`config.mk`:
```
export PLATFORM = sky130hd
export DESIGN_NAME = module_spi_transaction_ctrl_flat
export DESIGN_NICKNAME = d
export VERILOG_FILES = /design/src/rtl/module_spi_transaction_ctrl_if.sv /design/src/rtl/module_spi_transaction_ctrl.sv /design/src/flat_wrapper.sv
export SDC_FILE = /design/constraint.sdc
export NUM_CORES = 1
export LEC_CHECK = 0
export CORE_MARGIN = 3
export CORE_UTILIZATION = 43
export CTS_CLUSTER_SIZE = 10
export DETAILED_ROUTE_END_ITERATION = 7
export PLACE_DENSITY = 0.75
export SYNTH_ARGS = -nofsm -noshare
export SYNTH_HDL_FRONTEND = slang
export SYNTH_SLANG_ARGS = --single-unit
```
`constraint.sdc`:
```
create_clock -name clk_i -period 2.2 [get_ports clk_i]
set_input_delay 0.33 -clock clk_i [delete_from_list [all_inputs] [get_ports clk_i]]
set_output_delay 0.33 -clock clk_i [all_outputs]
set_load 0.01 [all_outputs]
```
`src/rtl/module_spi_transaction_ctrl_if.sv`:
```
// Bundle of the controller's command, register-bank and SPI pins.
// master = transaction controller side, slave = bank/client/SPI device side.
interface module_spi_transaction_ctrl_if #(
    parameter int N          = 2,
    parameter int DATA_WIDTH = 32
);
    logic                  send_i;
    logic [N-1:0]          n_tx_end_i;
    logic                  all_ones_i;
    logic                  all_zeros_i;
    logic [DATA_WIDTH-1:0] data_i;
    logic [N-1:0]          addr_o;
    logic [DATA_WIDTH-1:0] data_o;
    logic                  wr_o;
    logic                  hold_ctrl_o;
    logic                  busy_o;
    logic                  done_o;
    logic [N-1:0]          n_rx_end_o;
    logic                  sck_o;
    logic                  mosi_o;
    logic                  miso_i;
    logic                  cs_o;

    modport master (
        input  send_i, n_tx_end_i, all_ones_i, all_zeros_i, data_i, miso_i,
        output addr_o, data_o, wr_o, hold_ctrl_o, busy_o, done_o, n_rx_end_o,
               sck_o, mosi_o, cs_o
    );

    modport slave (
        output send_i, n_tx_end_i, all_ones_i, all_zeros_i, data_i, miso_i,
        input  addr_o, data_o, wr_o, hold_ctrl_o, busy_o, done_o, n_rx_end_o,
               sck_o, mosi_o, cs_o
    );
endinterface

```
`src/rtl/module_spi_transaction_ctrl.sv`:
```
// SPI mode-0 master that streams bank words 0..n_tx_end out on MOSI and writes
// each received byte back to the same bank address, holding client writes off.
module module_spi_transaction_ctrl #(
    parameter int N          = 2,
    parameter int DATA_WIDTH = 32,
    parameter int DIV        = 5
) (
    input  logic                         clk_i,
    input  logic                         rst_i,
    module_spi_transaction_ctrl_if.master bus
);
    typedef enum logic [2:0] {
        IDLE  = 3'd0,
        LOAD  = 3'd1,
        SHIFT = 3'd2,
        WRITE = 3'd3,
        DONE  = 3'd4
    } state_t;

    localparam int            CW       = (DIV > 1) ? $clog2(DIV) : 1;
    localparam logic [CW-1:0] DIV_LAST = CW'(DIV - 1);

    state_t                state_q, state_d;
    logic [N-1:0]          idx_q, idx_d, end_q, end_d;
    logic [7:0]            tx_q, tx_d, rx_q, rx_d, tx_sel_s;
    logic [CW-1:0]         div_q, div_d;
    logic [3:0]            edge_q, edge_d;
    logic [N-1:0]          addr_q, addr_d, n_rx_end_q, n_rx_end_d;
    logic [DATA_WIDTH-1:0] data_q, data_d;
    logic                  wr_q, wr_d, hold_q, hold_d, busy_q, busy_d, done_q, done_d;
    logic                  sck_q, sck_d, mosi_q, mosi_d, cs_q, cs_d;

    // TX byte source for the word currently addressed; all-ones wins over all-zeros.
    always_comb begin
        if (bus.all_ones_i) begin
            tx_sel_s = 8'hFF;
        end else if (bus.all_zeros_i) begin
            tx_sel_s = 8'h00;
        end else begin
            tx_sel_s = bus.data_i[7:0];
        end
    end

    // Next-state and next-output logic of the transaction FSM.
    always_comb begin
        state_d    = state_q;
        idx_d      = idx_q;
        end_d      = end_q;
        tx_d       = tx_q;
        rx_d       = rx_q;
        div_d      = div_q;
        edge_d     = edge_q;
        addr_d     = addr_q;
        data_d     = data_q;
        wr_d       = 1'b0;
        hold_d     = hold_q;
        busy_d     = busy_q;
        done_d     = 1'b0;
        n_rx_end_d = n_rx_end_q;
        sck_d      = sck_q;
        mosi_d     = mosi_q;
        cs_d       = cs_q;
        case (state_q)
            IDLE: begin
                if (bus.send_i) begin
                    state_d = LOAD;
                    end_d   = bus.n_tx_end_i;
                    idx_d   = '0;
                    addr_d  = '0;
                    busy_d  = 1'b1;
                    hold_d  = 1'b1;
                    cs_d    = 1'b0;
                end else begin
                    state_d = IDLE;
                end
            end
            LOAD: begin
                tx_d    = tx_sel_s;
                mosi_d  = tx_sel_s[7];
                div_d   = '0;
                edge_d  = 4'd0;
                sck_d   = 1'b0;
                state_d = SHIFT;
            end
            SHIFT: begin
                if (div_q == DIV_LAST) begin
                    div_d  = '0;
                    sck_d  = ~sck_q;
                    edge_d = edge_q + 4'd1;
                    if (!sck_q) begin
                        rx_d = {rx_q[6:0], bus.miso_i};
                    end else if (edge_q == 4'd15) begin
                        // Eighth falling edge: byte complete, present it for write-back.
                        state_d = WRITE;
                        wr_d    = 1'b1;
                        data_d  = DATA_WIDTH'(rx_q);
                    end else begin
                        tx_d   = {tx_q[6:0], 1'b0};
                        mosi_d = tx_q[6];
                    end
                end else begin
                    div_d = div_q + CW'(1);
                end
            end
            WRITE: begin
                if (idx_q == end_q) begin
                    state_d = DONE;
                    cs_d    = 1'b1;
                end else begin
                    idx_d   = idx_q + N'(1);
                    addr_d  = idx_q + N'(1);
                    state_d = LOAD;
                end
            end
            DONE: begin
                state_d    = IDLE;
                done_d     = 1'b1;
                n_rx_end_d = end_q;
                busy_d     = 1'b0;
                hold_d     = 1'b0;
            end
            default: begin
                state_d = IDLE;
            end
        endcase
    end

    // State and output registers with synchronous active-low reset.
    always_ff @(posedge clk_i) begin
        if (!rst_i) begin
            state_q    <= IDLE;
            idx_q      <= '0;
            end_q      <= '0;
            tx_q       <= 8'h00;
            rx_q       <= 8'h00;
            div_q      <= '0;
            edge_q     <= 4'd0;
            addr_q     <= '0;
            data_q     <= '0;
            wr_q       <= 1'b0;
            hold_q     <= 1'b0;
            busy_q     <= 1'b0;
            done_q     <= 1'b0;
            n_rx_end_q <= '0;
            sck_q      <= 1'b0;
            mosi_q     <= 1'b0;
            cs_q       <= 1'b1;
        end else begin
            state_q    <= state_d;
            idx_q      <= idx_d;
            end_q      <= end_d;
            tx_q       <= tx_d;
            rx_q       <= rx_d;
            div_q      <= div_d;
            edge_q     <= edge_d;
            addr_q     <= addr_d;
            data_q     <= data_d;
            wr_q       <= wr_d;
            hold_q     <= hold_d;
            busy_q     <= busy_d;
            done_q     <= done_d;
            n_rx_end_q <= n_rx_end_d;
            sck_q      <= sck_d;
            mosi_q     <= mosi_d;
            cs_q       <= cs_d;
        end
    end

    assign bus.addr_o      = addr_q;
    assign bus.data_o      = data_q;
    assign bus.wr_o        = wr_q;
    assign bus.hold_ctrl_o = hold_q;
    assign bus.busy_o      = busy_q;
    assign bus.done_o      = done_q;
    assign bus.n_rx_end_o  = n_rx_end_q;
    assign bus.sck_o       = sck_q;
    assign bus.mosi_o      = mosi_q;
    assign bus.cs_o        = cs_q;
endmodule

```
`src/flat_wrapper.sv`:
```
// flat-port wrapper written by rule: the top's interface ports become plain ports
module module_spi_transaction_ctrl_flat 
#(
    parameter int N          = 2,
    parameter int DATA_WIDTH = 32,
    parameter int DIV        = 5
)
  (clk_i, rst_i, bus_send_i, bus_n_tx_end_i, bus_all_ones_i, bus_all_zeros_i, bus_data_i, bus_miso_i, bus_addr_o, bus_data_o, bus_wr_o, bus_hold_ctrl_o, bus_busy_o, bus_done_o, bus_n_rx_end_o, bus_sck_o, bus_mosi_o, bus_cs_o);
  module_spi_transaction_ctrl_if #(.N(N), .DATA_WIDTH(DATA_WIDTH)) bus_i ();
  input  logic clk_i;
  input  logic rst_i;
  input wire logic [$bits(bus_i.send_i)-1:0] bus_send_i;
  input wire logic [$bits(bus_i.n_tx_end_i)-1:0] bus_n_tx_end_i;
  input wire logic [$bits(bus_i.all_ones_i)-1:0] bus_all_ones_i;
  input wire logic [$bits(bus_i.all_zeros_i)-1:0] bus_all_zeros_i;
  input wire logic [$bits(bus_i.data_i)-1:0] bus_data_i;
  input wire logic [$bits(bus_i.miso_i)-1:0] bus_miso_i;
  output wire logic [$bits(bus_i.addr_o)-1:0] bus_addr_o;
  output wire logic [$bits(bus_i.data_o)-1:0] bus_data_o;
  output wire logic [$bits(bus_i.wr_o)-1:0] bus_wr_o;
  output wire logic [$bits(bus_i.hold_ctrl_o)-1:0] bus_hold_ctrl_o;
  output wire logic [$bits(bus_i.busy_o)-1:0] bus_busy_o;
  output wire logic [$bits(bus_i.done_o)-1:0] bus_done_o;
  output wire logic [$bits(bus_i.n_rx_end_o)-1:0] bus_n_rx_end_o;
  output wire logic [$bits(bus_i.sck_o)-1:0] bus_sck_o;
  output wire logic [$bits(bus_i.mosi_o)-1:0] bus_mosi_o;
  output wire logic [$bits(bus_i.cs_o)-1:0] bus_cs_o;
  assign bus_i.send_i = bus_send_i;
  assign bus_i.n_tx_end_i = bus_n_tx_end_i;
  assign bus_i.all_ones_i = bus_all_ones_i;
  assign bus_i.all_zeros_i = bus_all_zeros_i;
  assign bus_i.data_i = bus_data_i;
  assign bus_i.miso_i = bus_miso_i;
  assign bus_addr_o = bus_i.addr_o;
  assign bus_data_o = bus_i.data_o;
  assign bus_wr_o = bus_i.wr_o;
  assign bus_hold_ctrl_o = bus_i.hold_ctrl_o;
  assign bus_busy_o = bus_i.busy_o;
  assign bus_done_o = bus_i.done_o;
  assign bus_n_rx_end_o = bus_i.n_rx_end_o;
  assign bus_sck_o = bus_i.sck_o;
  assign bus_mosi_o = bus_i.mosi_o;
  assign bus_cs_o = bus_i.cs_o;
  module_spi_transaction_ctrl #(.N(N), .DATA_WIDTH(DATA_WIDTH), .DIV(DIV)) u_core (.clk_i(clk_i), .rst_i(rst_i), .bus(bus_i));
endmodule
```
# After elaboration in Yosys (flattened, before gate mapping)
# Cells that the tools add are included.
[totals] inputBits=40 output_inout_bits=43 regBits=45
[op_classes] n_mux=32 n_eq_ne=14 addsub=3 reduce_logical=14 bitwise_logic=1
[ops] cell="two-way mux 7 bit" n=3
[ops] cell="two-way mux 8 bit" n=2
[ops] cell="two-way mux 3 bit" n=5
[ops] cell="one-hot mux 7 bit (2 select lines)" n=1
[ops] cell="one-hot mux 3 bit (4 select lines)" n=1
[ops] cell="AND reduction 3 bit" n=4
[ops] cell="AND reduction 4 bit" n=3
[ops] cell="two-way mux 1 bit" n=10
[ops] cell="!= test 2 x 1 -> 1 bit, second input constant" n=4
[ops] cell="one-hot mux 1 bit (2 select lines)" n=4
[ops] cell="one-hot mux 4 bit (2 select lines)" n=1
[ops] cell="equality test 3 x 2 -> 1 bit, second input constant" n=2
[ops] cell="equality test 3 bit, second input constant" n=2
[ops] cell="!= test 2 bit, second input constant" n=3
[ops] cell="one-hot mux 3 bit (2 select lines)" n=1
[ops] cell="AND reduction 2 bit" n=3
[ops] cell="nonzero test 2 bit" n=3
[ops] cell="adder 4 x 1 -> 4 bit, second input constant" n=1
[ops] cell="equality test 4 bit, second input constant" n=1
[ops] cell="two-way mux 2 bit" n=2
[ops] cell="two-way mux 4 bit" n=1
[ops] cell="one-hot mux 2 bit (2 select lines)" n=1
[ops] cell="adder 3 x 1 -> 3 bit, second input constant" n=1
[ops] cell="equality test 3 x 1 -> 1 bit, second input constant" n=1
[ops] cell="4 further kinds" n=4

# Depth between registers and ports, before layout
# Gate-level depths: netlist (run 1).
[logic_depth] depth_word=5 ltp_mapped=7 ltp_nobuf=6

# Least setup slack after synthesis (run 1)
# OpenSTA, ideal clock, no wires.
[synth_path] path_kind="register to register" from="register u_core.div_q[0]" to="register u_core.mosi_q (netlist: u_core.bus.mosi_o)" slack_ns=0.554 stages_incl_launch_ff=8 t_required_ns=2.084 n_path_buf=1 setup_time_ns=0.116 arrival_time_ns=1.530 synth_period_minus_slack_ns=1.646 cell_sequence="dfxtp_1 inv_1 ha_1 and2_0 clkbuf_1 a41oi_1 and3_1 a31o_2"
[synth_via] elab_chain_cells=3
[synth_rtl] element="start: declaration" line="module_spi_transaction_ctrl.sv:26" text="logic [CW-1:0] div_q, div_d;"
[synth_rtl] element="start signal: assignment" line="module_spi_transaction_ctrl.sv:154" text="div_q <= div_d;"
[synth_rtl] element="equality test 3 bit" line="module_spi_transaction_ctrl.sv:86" text="if (div_q == DIV_LAST) begin"
[synth_rtl] element="!= test 2 x 1 -> 1 bit (no source line)"
[synth_rtl] element="AND reduction 4 bit (no source line)"
[synth_rtl] element="end signal: assignment" line="module_spi_transaction_ctrl.sv:164" text="mosi_q <= mosi_d;"
[synth_rtl] element="end: declaration" line="module_spi_transaction_ctrl.sv:31" text="logic sck_q, sck_d, mosi_q, mosi_d, cs_q, cs_d;"
# No other way between the ends.
# A chain may end at the register's enable or synchronous reset.

# Worst setup path in the final report (run 1)
[layout_path] from="register u_core.div_q[0]" to="register u_core.tx_q[3]"
[layout_via] elab_chain_cells=3
[layout_rtl] element="equality test 3 bit" line="module_spi_transaction_ctrl.sv:86"
[layout_rtl] element="!= test 2 x 1 -> 1 bit (no source line)"
[layout_rtl] element="AND reduction 4 bit (no source line)"
[layout_rtl] element="end signal: assignment" line="module_spi_transaction_ctrl.sv:152" text="tx_q <= tx_d;"
[layout_rtl] element="end: declaration" line="module_spi_transaction_ctrl.sv:25" text="logic [7:0] tx_q, tx_d, rx_q, rx_d, tx_sel_s;"
# No other way between the ends.

==> results of run 1 <==
## per-layer routing
layer / track usage [%] / vias up / wire length, µm
met1: 19.8 / 781 / 1970
met5: 0 / - / 0
met4: 5.24 / 0 / 46
met2: 23.5 / 54 / 1810
met3: 4.75 / 7 / 260
li1: - / 893 / -
## Yosys cell counts (all sizes together) (3+ instances only)
cell / count
ha: 3
a31o: 7
dfxtp: 45
and3: 8
nand3: 14
clkbuf: 8
a21oi: 27
nor2: 16
inv: 3
buf: 30
nor3: 7
nand3b: 3
nand2: 38
o21ai: 25
xnor2: 4
## metrics by stage
stage	worst slack (ns)	cell area, µm²	hold slack, ns
floorplan	0.554	2180	0.432
global placement	0.297	2400	0.449
CTS	0.267	2540	0.468
detailed placement	0.298	2400	0.456
finish	0.270	2540	0.469
global route	0.0854	2540	0.494
## power breakdown
| group | internal (µW) | switching (µW) |
|---|---|---|
| clock | 451 | 276 |
| combinational | 78.4 | 101 |
| sequential | 835 | 16.9 |
| total | 1360 | 394 |
## flip-flops by register name, indices dropped and copies added, names as in the netlist, 2 cells and up
signal,count
u_core.bus.data_o,8
u_core.bus.n_rx_end_o,2
u_core.div_q,3
u_core.edge_q,4
u_core.end_q,2
u_core.idx_q,2
u_core.rx_q,8
u_core.state_q,3
u_core.tx_q,7
## final timing paths
| path | startpoint | to | slack, ns |
|---|---|---|---|
| max | u_core.div_q[0] | u_core.tx_q[3] | 0.27 |
| min | u_core.rx_q[5] | u_core.rx_q[6] | 0.47 |
| max reg2reg | u_core.div_q[0] | u_core.tx_q[3] | 0.27 |
| min reg2reg | u_core.rx_q[5] | u_core.rx_q[6] | 0.47 |
## logic make-up after synthesis
| logic type | after synthesis | synth area share [%] |
|---|---|---|
| and+or+nand+nor | 92 | 21.7 |
| AOI/OAI and AO/OA | 65 | 17.9 |
| DFF | 45 | 43.1 |
| buffers and inverters | 42 | 12.2 |
| xor gates and xnor gates | 5 | 2.10 |
| adders and majority gates | 3 | 1.80 |
| muxes | 2 | 0.958 |
| other | 1 | 0.179 |
## area by class of cell
cell class	count	area, µm²	area share [%]
clock buffers	5	68.8	2.71
flip-flops and latches	45	901	35.5
multi-input cells	191	1020	40.2
inverters	4	15.0	0.592
repair buffers	40	385	15.2
well taps	65	81.3	3.21
clock inverters	3	65.1	2.57
## critical path: stages (launching register included)
cell and delay, ns:
dfxtp_1 0.34, inv_1 0.06, ha_1 0.17, and2_0 0.36, a41oi_1 0.37, and3_1 0.31, a31o_2 0.21
==> metrics.md, run 1 <==
| Metric | Value |
|---|---|
| Root Driver | `clkbuf_8` |
| Total vias in the final route | `1,735` |
| Overflow after GRT | `0` |
| Post-synthesis sequential area ratio | `43.1%` |
| Initial antenna violation count | `0` |
| Fmax | `518 MHz` |
| I/O pins | `83` |
| Power Density | `693 nW/µm²` |
| Final Max Tran Viols | `0` |
| CTS sink count | `45` |
| Cell count after synthesis | `255` |
| Post-synthesis async set-or-reset flop share | `0%` |
| Fillcell total | `418` |
| EDFF count, synth | `0` |
| Final Skew | `0.00385 ns` |
| CTS Buffer Depth | `2` |
| Final period util | `87.7%` |
| Detail Placement HPWL | `2850 µm` |
| Vias per std cell | `4.92` |
| Share of cells above drive strength 1 | `8.68%` |
| Reg clk slew, reported paths | `0.08 ns` |
| CP Class | `flip-flop to flip-flop` |
| Initial DRC Count | `82` |
| R2R depth | `6` |
| Htree depth | `2` |
| Drt first pass iters | `4` |
| Final Instance Count excl. Fillers | `353` |
| Final setup fails | `0` |
| Worst-Skew Late Latency | `0.30 ns` |
| Setup crit start kind | `flip-flop` |
| LEAKAGE | `0.000964 µW` |
| Die height | `75.7 µm` |
| Hold buffers post-CTS | `0` |
| Post-Route Setup TNS | `0 ns` |
| Hold Violations, Final | `0` |
| Pwr Total | `1760 µW` |
| CTS-repair resized insts | `0` |
| Largest net degree at the start of global routing | `31` |
| Worst Hold Class | `flip-flop to flip-flop` |
| Mapped Area | `2090 µm²` |
| Die Area | `5730 µm²` |
| Distinct cell type count after synthesis | `34` |
| Vias in the first global route | `1,533` |
| TritonCTS clock tree | `yes` |
| Largest area contributor in the netlist | `dfxtp_1` |
| Peak supply drop | `0.414 mV` |
| Critical path data required time | `2.40 ns` |
| Layout Utilization | `55.9%` |
| Seq cells post-synth | `45` |
| Critical path peak fanout | `8` |
| Status | `completed` |
| Core Region | `4530 µm²` |
| Syn_area_per_cell | `8.19 µm²` |
| Largest cells by area after synthesis | `dfxtp_1, buf_4, nand2_1` |
| Gpl congestion | `0.830` |
| Worst Tran Pin Value | `0.587 ns` |
| CP Capture Type | `flip-flop` |
| Cts bufs inserted | `5` |
| WL per Instance | `11.6 µm` |
| # DRC | `0` |
| Site Rows | `24` |
| Top-area cell type share of the netlist area | `43.1%` |
| Initial Utilization | `46.1%` |
| Global-route wire length before repair | `6630 µm` |
| Final min period | `1.93 ns` |
| Placed Cells incl. Taps | `345` |
| Number of port buffers | `34` |
| Drt total wl | `4090 µm` |
| Most frequent cells in the layout | `dfxtp_1, nand2_1, clkdlybuf4s50_1` |
| Number of max-cap violations | `0` |
| Relative slew slack | `60.3%` |
| Post-CTS setup buffers | `0` |
| Hold Path Stages | `2` |
| RSZ-0062 raised after global routing | `false` |
| YS warnings | `0` |
| Nets | `330` |
| Commonest non-fill, non-tap cell in the layout | `dfxtp_1` |
| Post-route ant nets | `0` |
| Worst EP arrival | `2.13 ns` |
| N_diodes | `0` |
| GR Util All Layers | `15.1%` |
| Post-synth top flop | `dfxtp_1` |
| Synth-to-Final Area Change | `21.4%` |
| Die Wd | `75.7 µm` |
Note: power is estimated with default switching activity, not from simulation.
==> run 2, diff against run 1 <==
Settings changed: CORE_MARGIN 3 to not set, GPL_TIMING_DRIVEN set to 1.
==> metrics.md, run 2 (synthesis results as in run 1) <==
| Metric | Value |
|---|---|
| Fmax | `517 MHz (was 518 MHz)` |
| WL per Instance | `11.8 µm (was 11.6 µm)` |
| Gpl congestion | `0.761 (was 0.830)` |
| CTS sink count | `45 (unchanged)` |
| Hold buffers post-CTS | `0 (unchanged)` |
| Drt first pass iters | `4 (unchanged)` |
| Relative slew slack | `57.3% (was 60.3%)` |
| Initial Utilization | `46.4% (was 46.1%)` |
| Worst Tran Pin Value | `0.632 ns (was 0.587 ns)` |
| Nets | `331 (was 330)` |
| Final period util | `88.0% (was 87.7%)` |
| GR Util All Layers | `16.9% (was 15.1%)` |
| TritonCTS clock tree | `yes (unchanged)` |
| Die Area | `5140 µm² (was 5730 µm²)` |
| Detail Placement HPWL | `2790 µm (was 2850 µm)` |
| Worst-Skew Late Latency | `0.30 ns (about the same)` |
| # DRC | `0 (unchanged)` |
| Htree depth | `2 (unchanged)` |
| Worst Hold Class | `flip-flop to flip-flop (unchanged)` |
| Final Max Tran Viols | `0 (unchanged)` |
| Most frequent cells in the layout | `dfxtp_1, nand2_1, clkdlybuf4s50_1 (unchanged)` |
| Hold Violations, Final | `0 (unchanged)` |
| Post-route ant nets | `0 (unchanged)` |
| Share of cells above drive strength 1 | `8.30% (was 8.68%)` |
| Pwr Total | `1530 µW (was 1760 µW)` |
| Critical path data required time | `2.39 ns (was 2.40 ns)` |
| CTS Buffer Depth | `2 (unchanged)` |
| N_diodes | `0 (unchanged)` |
| Site Rows | `24 (unchanged)` |
| Initial DRC Count | `72 (was 82)` |
| LEAKAGE | `0.000940 µW (was 0.000964 µW)` |
| CP Capture Type | `flip-flop (unchanged)` |
| RSZ-0062 raised after global routing | `false (unchanged)` |
| Synth-to-Final Area Change | `18.6% (was 21.4%)` |
| Die height | `71.7 µm (was 75.7 µm)` |
| Number of port buffers | `34 (unchanged)` |
| CP Class | `flip-flop to flip-flop (unchanged)` |
| Cts bufs inserted | `5 (unchanged)` |
| Number of max-cap violations | `0 (unchanged)` |
| Setup crit start kind | `flip-flop (unchanged)` |
| Initial antenna violation count | `0 (unchanged)` |
| Peak supply drop | `0.355 mV (was 0.414 mV)` |
| Root Driver | `clkbuf_8 (unchanged)` |
| Core Region | `4500 µm² (was 4530 µm²)` |
| Power Density | `617 nW/µm² (was 693 nW/µm²)` |
| CTS-repair resized insts | `0 (unchanged)` |
| Total vias in the final route | `1,732 (was 1,735)` |
| Final Skew | `0.00731 ns (was 0.00385 ns)` |
| Vias per std cell | `5.08 (was 4.92)` |
| Status | `completed (unchanged)` |
| Final setup fails | `0 (unchanged)` |
| Overflow after GRT | `0 (unchanged)` |
| Commonest non-fill, non-tap cell in the layout | `dfxtp_1 (unchanged)` |
| Final min period | `1.94 ns (was 1.93 ns)` |
| Post-CTS setup buffers | `0 (unchanged)` |
| Die Wd | `71.7 µm (was 75.7 µm)` |
| I/O pins | `83 (unchanged)` |
| Reg clk slew, reported paths | `0.08 ns (about the same)` |
| Post-Route Setup TNS | `0 ns (unchanged)` |
| Global-route wire length before repair | `6780 µm (was 6630 µm)` |
| Critical path peak fanout | `8 (unchanged)` |
| Largest net degree at the start of global routing | `36 (was 31)` |
| Worst EP arrival | `2.13 ns (about the same)` |
| Drt total wl | `4030 µm (was 4090 µm)` |
| Vias in the first global route | `1,556 (was 1,533)` |
-- run 2: changes by cell type in the layout (fill, tap and decap cells not counted), sizes merged --
cell / before / now
bufinv: 2 / 0
clkbuf: 5 / 7
buf: 6 / 7
clkinv: 2 / 1
clkinvlp: 0 / 1
-- run 2: final timing paths --
kind / startpoint / endpoint / slack [ns] / cells past startpoint
worst max-delay path: u_core.div_q[0] / u_core.tx_q[3] / 0.26 / 6
worst min-delay path: u_core.rx_q[7] / u_core.bus.data_o[7] / 0.46 / 2
worst max register to register: u_core.div_q[0] / u_core.tx_q[3] / 0.26 / 6
worst min register to register: u_core.rx_q[7] / u_core.bus.data_o[7] / 0.46 / 2
-- run 2: through the flow --
step	worst slack [ns]	cell area (µm²)	std cells	hold WS (ns)	util, %
5_1_grt	0.113	2480	341	0.490	55.0
4_1_cts	0.261	2480	341	0.466	55.0
3_3_place_gp	0.292	2390	333	0.446	53.1
6_report	0.265	2480	341	0.463	55.0
3_5_place_dp	0.279	2390	333	0.458	53.1
2_1_floorplan	0.554	2180	278	0.432	-
-- run 2: power by group --
part	total (µW)	internal, µW	switching (µW)
combinational	181	80.6	101
clock	496	225	271
sequential	852	835	16.7
-- run 2: final cells by class --
cell class	count	area (µm²)
Fill cell	421	2030
Multi-Input combinational cell	191	1020
Sequential cell	45	901
Timing Repair Buffer	41	393
Clock buffer	7	76.3
Tap cell	52	65.1
Inverter	4	15.0
Clock inverter	1	7.51
-- run 2: per-layer routing --
metal	track usage [%]	vias up	part of all wire, %
li1	-	893	-
met1	20.3	785	47
met2	26.5	48	45
met3	6.19	6	6.0
met4	8.93	0	1.5
met5	0	-	0
-- run 2: worst max-delay path, cell delays in order, from the launching register on --
cell,delay (ns)
dfxtp_1,0.34
inv_1,0.06
ha_1,0.18
and2_0,0.35
a41oi_1,0.38
and3_1,0.32
a31o_2,0.20
==> edit (settings of run 1) <==
`tx_q`, `rx_q` and `data_q` no longer have a reset.
--- a/src/rtl/module_spi_transaction_ctrl.sv
+++ b/src/rtl/module_spi_transaction_ctrl.sv
@@ -131,12 +131,9 @@
             state_q    <= IDLE;
             idx_q      <= '0;
             end_q      <= '0;
-            tx_q       <= 8'h00;
-            rx_q       <= 8'h00;
             div_q      <= '0;
             edge_q     <= 4'd0;
             addr_q     <= '0;
-            data_q     <= '0;
             wr_q       <= 1'b0;
             hold_q     <= 1'b0;
             busy_q     <= 1'b0;
@@ -149,12 +146,9 @@
             state_q    <= state_d;
             idx_q      <= idx_d;
             end_q      <= end_d;
-            tx_q       <= tx_d;
-            rx_q       <= rx_d;
             div_q      <= div_d;
             edge_q     <= edge_d;
             addr_q     <= addr_d;
-            data_q     <= data_d;
             wr_q       <= wr_d;
             hold_q     <= hold_d;
             busy_q     <= busy_d;
@@ -164,6 +158,12 @@
             mosi_q     <= mosi_d;
             cs_q       <= cs_d;
         end
+    end
+
+    always_ff @(posedge clk_i) begin
+        tx_q   <= tx_d;
+        rx_q   <= rx_d;
+        data_q <= data_d;
     end
 
     assign bus.addr_o      = addr_q;
Formal check against the unedited RTL: no difference found for any inputs over 10 cycles, from zero or initial values and one cycle with rst_i low; that may be too few to reach the edited logic, so the function may still have changed.
==> edit against run 1 <==
Combinational power fell by 12%; worst setup slack better by 0.23 ns; routed wire length shrank 21%; total power fell by 9.1%; critical path depth decreased by 3; sequential cell count unchanged; design area fell by 4.6%; synthesized area down 3.5%; critical path type unchanged; critical endpoint is now u_core.bus.data_o[0]$_DFFE_PP_; largest cell class is now flip-flops and latches; highest routed layer unchanged.
==> edit: results <==
export IMPL_status="finished clean"
export IMPL_timing_rr_start="u_core.state_q[2]$_SDFFE_PN0P_"
export IMPL_vias=1316
export IMPL_drive_above_1_share_pct=7.207
export IMPL_switching_share_pct=24.70
export IMPL_reg2reg_slack_ns=0.50
export IMPL_num_nets_final=264
export IMPL_dp_final_hpwl_um=2334
export IMPL_yosysMostFrequentCell="buf_4"
export IMPL_crit_fanout=11
export IMPL_yosysUniqueCellTypes=40
export IMPL_whs_ns=0.4284
export IMPL_seq_area_sq_um=1131
export IMPL_skew_ns=0.005186
export IMPL_multi_input_area_share_pct=30.11
export IMPL_grt_max_degree=21
export IMPL_routabilityCongestion=0.7459
export IMPL_pg_clk_w=0.000527
export IMPL_fillers=385
export IMPL_comb_multi_input_count=124
export IMPL_routed_wl_um=3230
export IMPL_synth_main_ff_cell="edfxtp_1"
export IMPL_hold_depth=0
export IMPL_synth_yosys_seq_area_share_pct=56.11
export IMPL_inv_count=6
export IMPL_worstPathArrival_ns=1.71
export IMPL_power_leakage_nw=0.9298
export IMPL_reg2reg_to="u_core.bus.data_o[0]$_DFFE_PP_"
export IMPL_synth_area_top_cells="edfxtp_1 34%, dfxtp_1 22%, buf_4 9.3%, nand2_1 3.0%, a21oi_1 2.7%"
export IMPL_irDropWorstVdd_mv=0.3637
export IMPL_final_nonclk_buf_share_pct=15.62
export IMPL_grt_use_total_pct=11.74
[edit: per-stage QoR]
stage / worst slack (ns) / cell area [sq um] / cells
after CTS: 0.4883 / 2419 / 274
after global placement: 0.5147 / 2325 / 266
after floorplan: 0.4934 / 2102 / 206
after global routing: 0.4205 / 2419 / 274
after detailed placement: 0.5105 / 2325 / 266
final: 0.4961 / 2419 / 274
[edit: kinds of logic after synthesis]
group / share of synthesized area, %
xor gates and xnor gates: 1.738
DFF: 56.11
muxes: 2.483
and+or+nand+nor: 15.58
AOI/OAI and AO/OA: 9.993
buffers and inverters: 12.04
adders and majority gates: 1.862
other: 0.1860
[edit: layer usage]
metal  part of all wire, %  global-route usage (%)  vias to the layer above
li1                      -                       -                      662
met1                    45                   15.33                      610
met2                    49                   18.73                       39
met3                   4.1                   2.432                        5
met4                   1.6                   5.336                        0
met5                     0                       0                        -
[edit: critical path, cell delays in order, from the launching register on]
cell and delay, ns:
dfxtp_1 0.41, or3b_1 0.54, nor4_4 0.23, buf_4 0.22
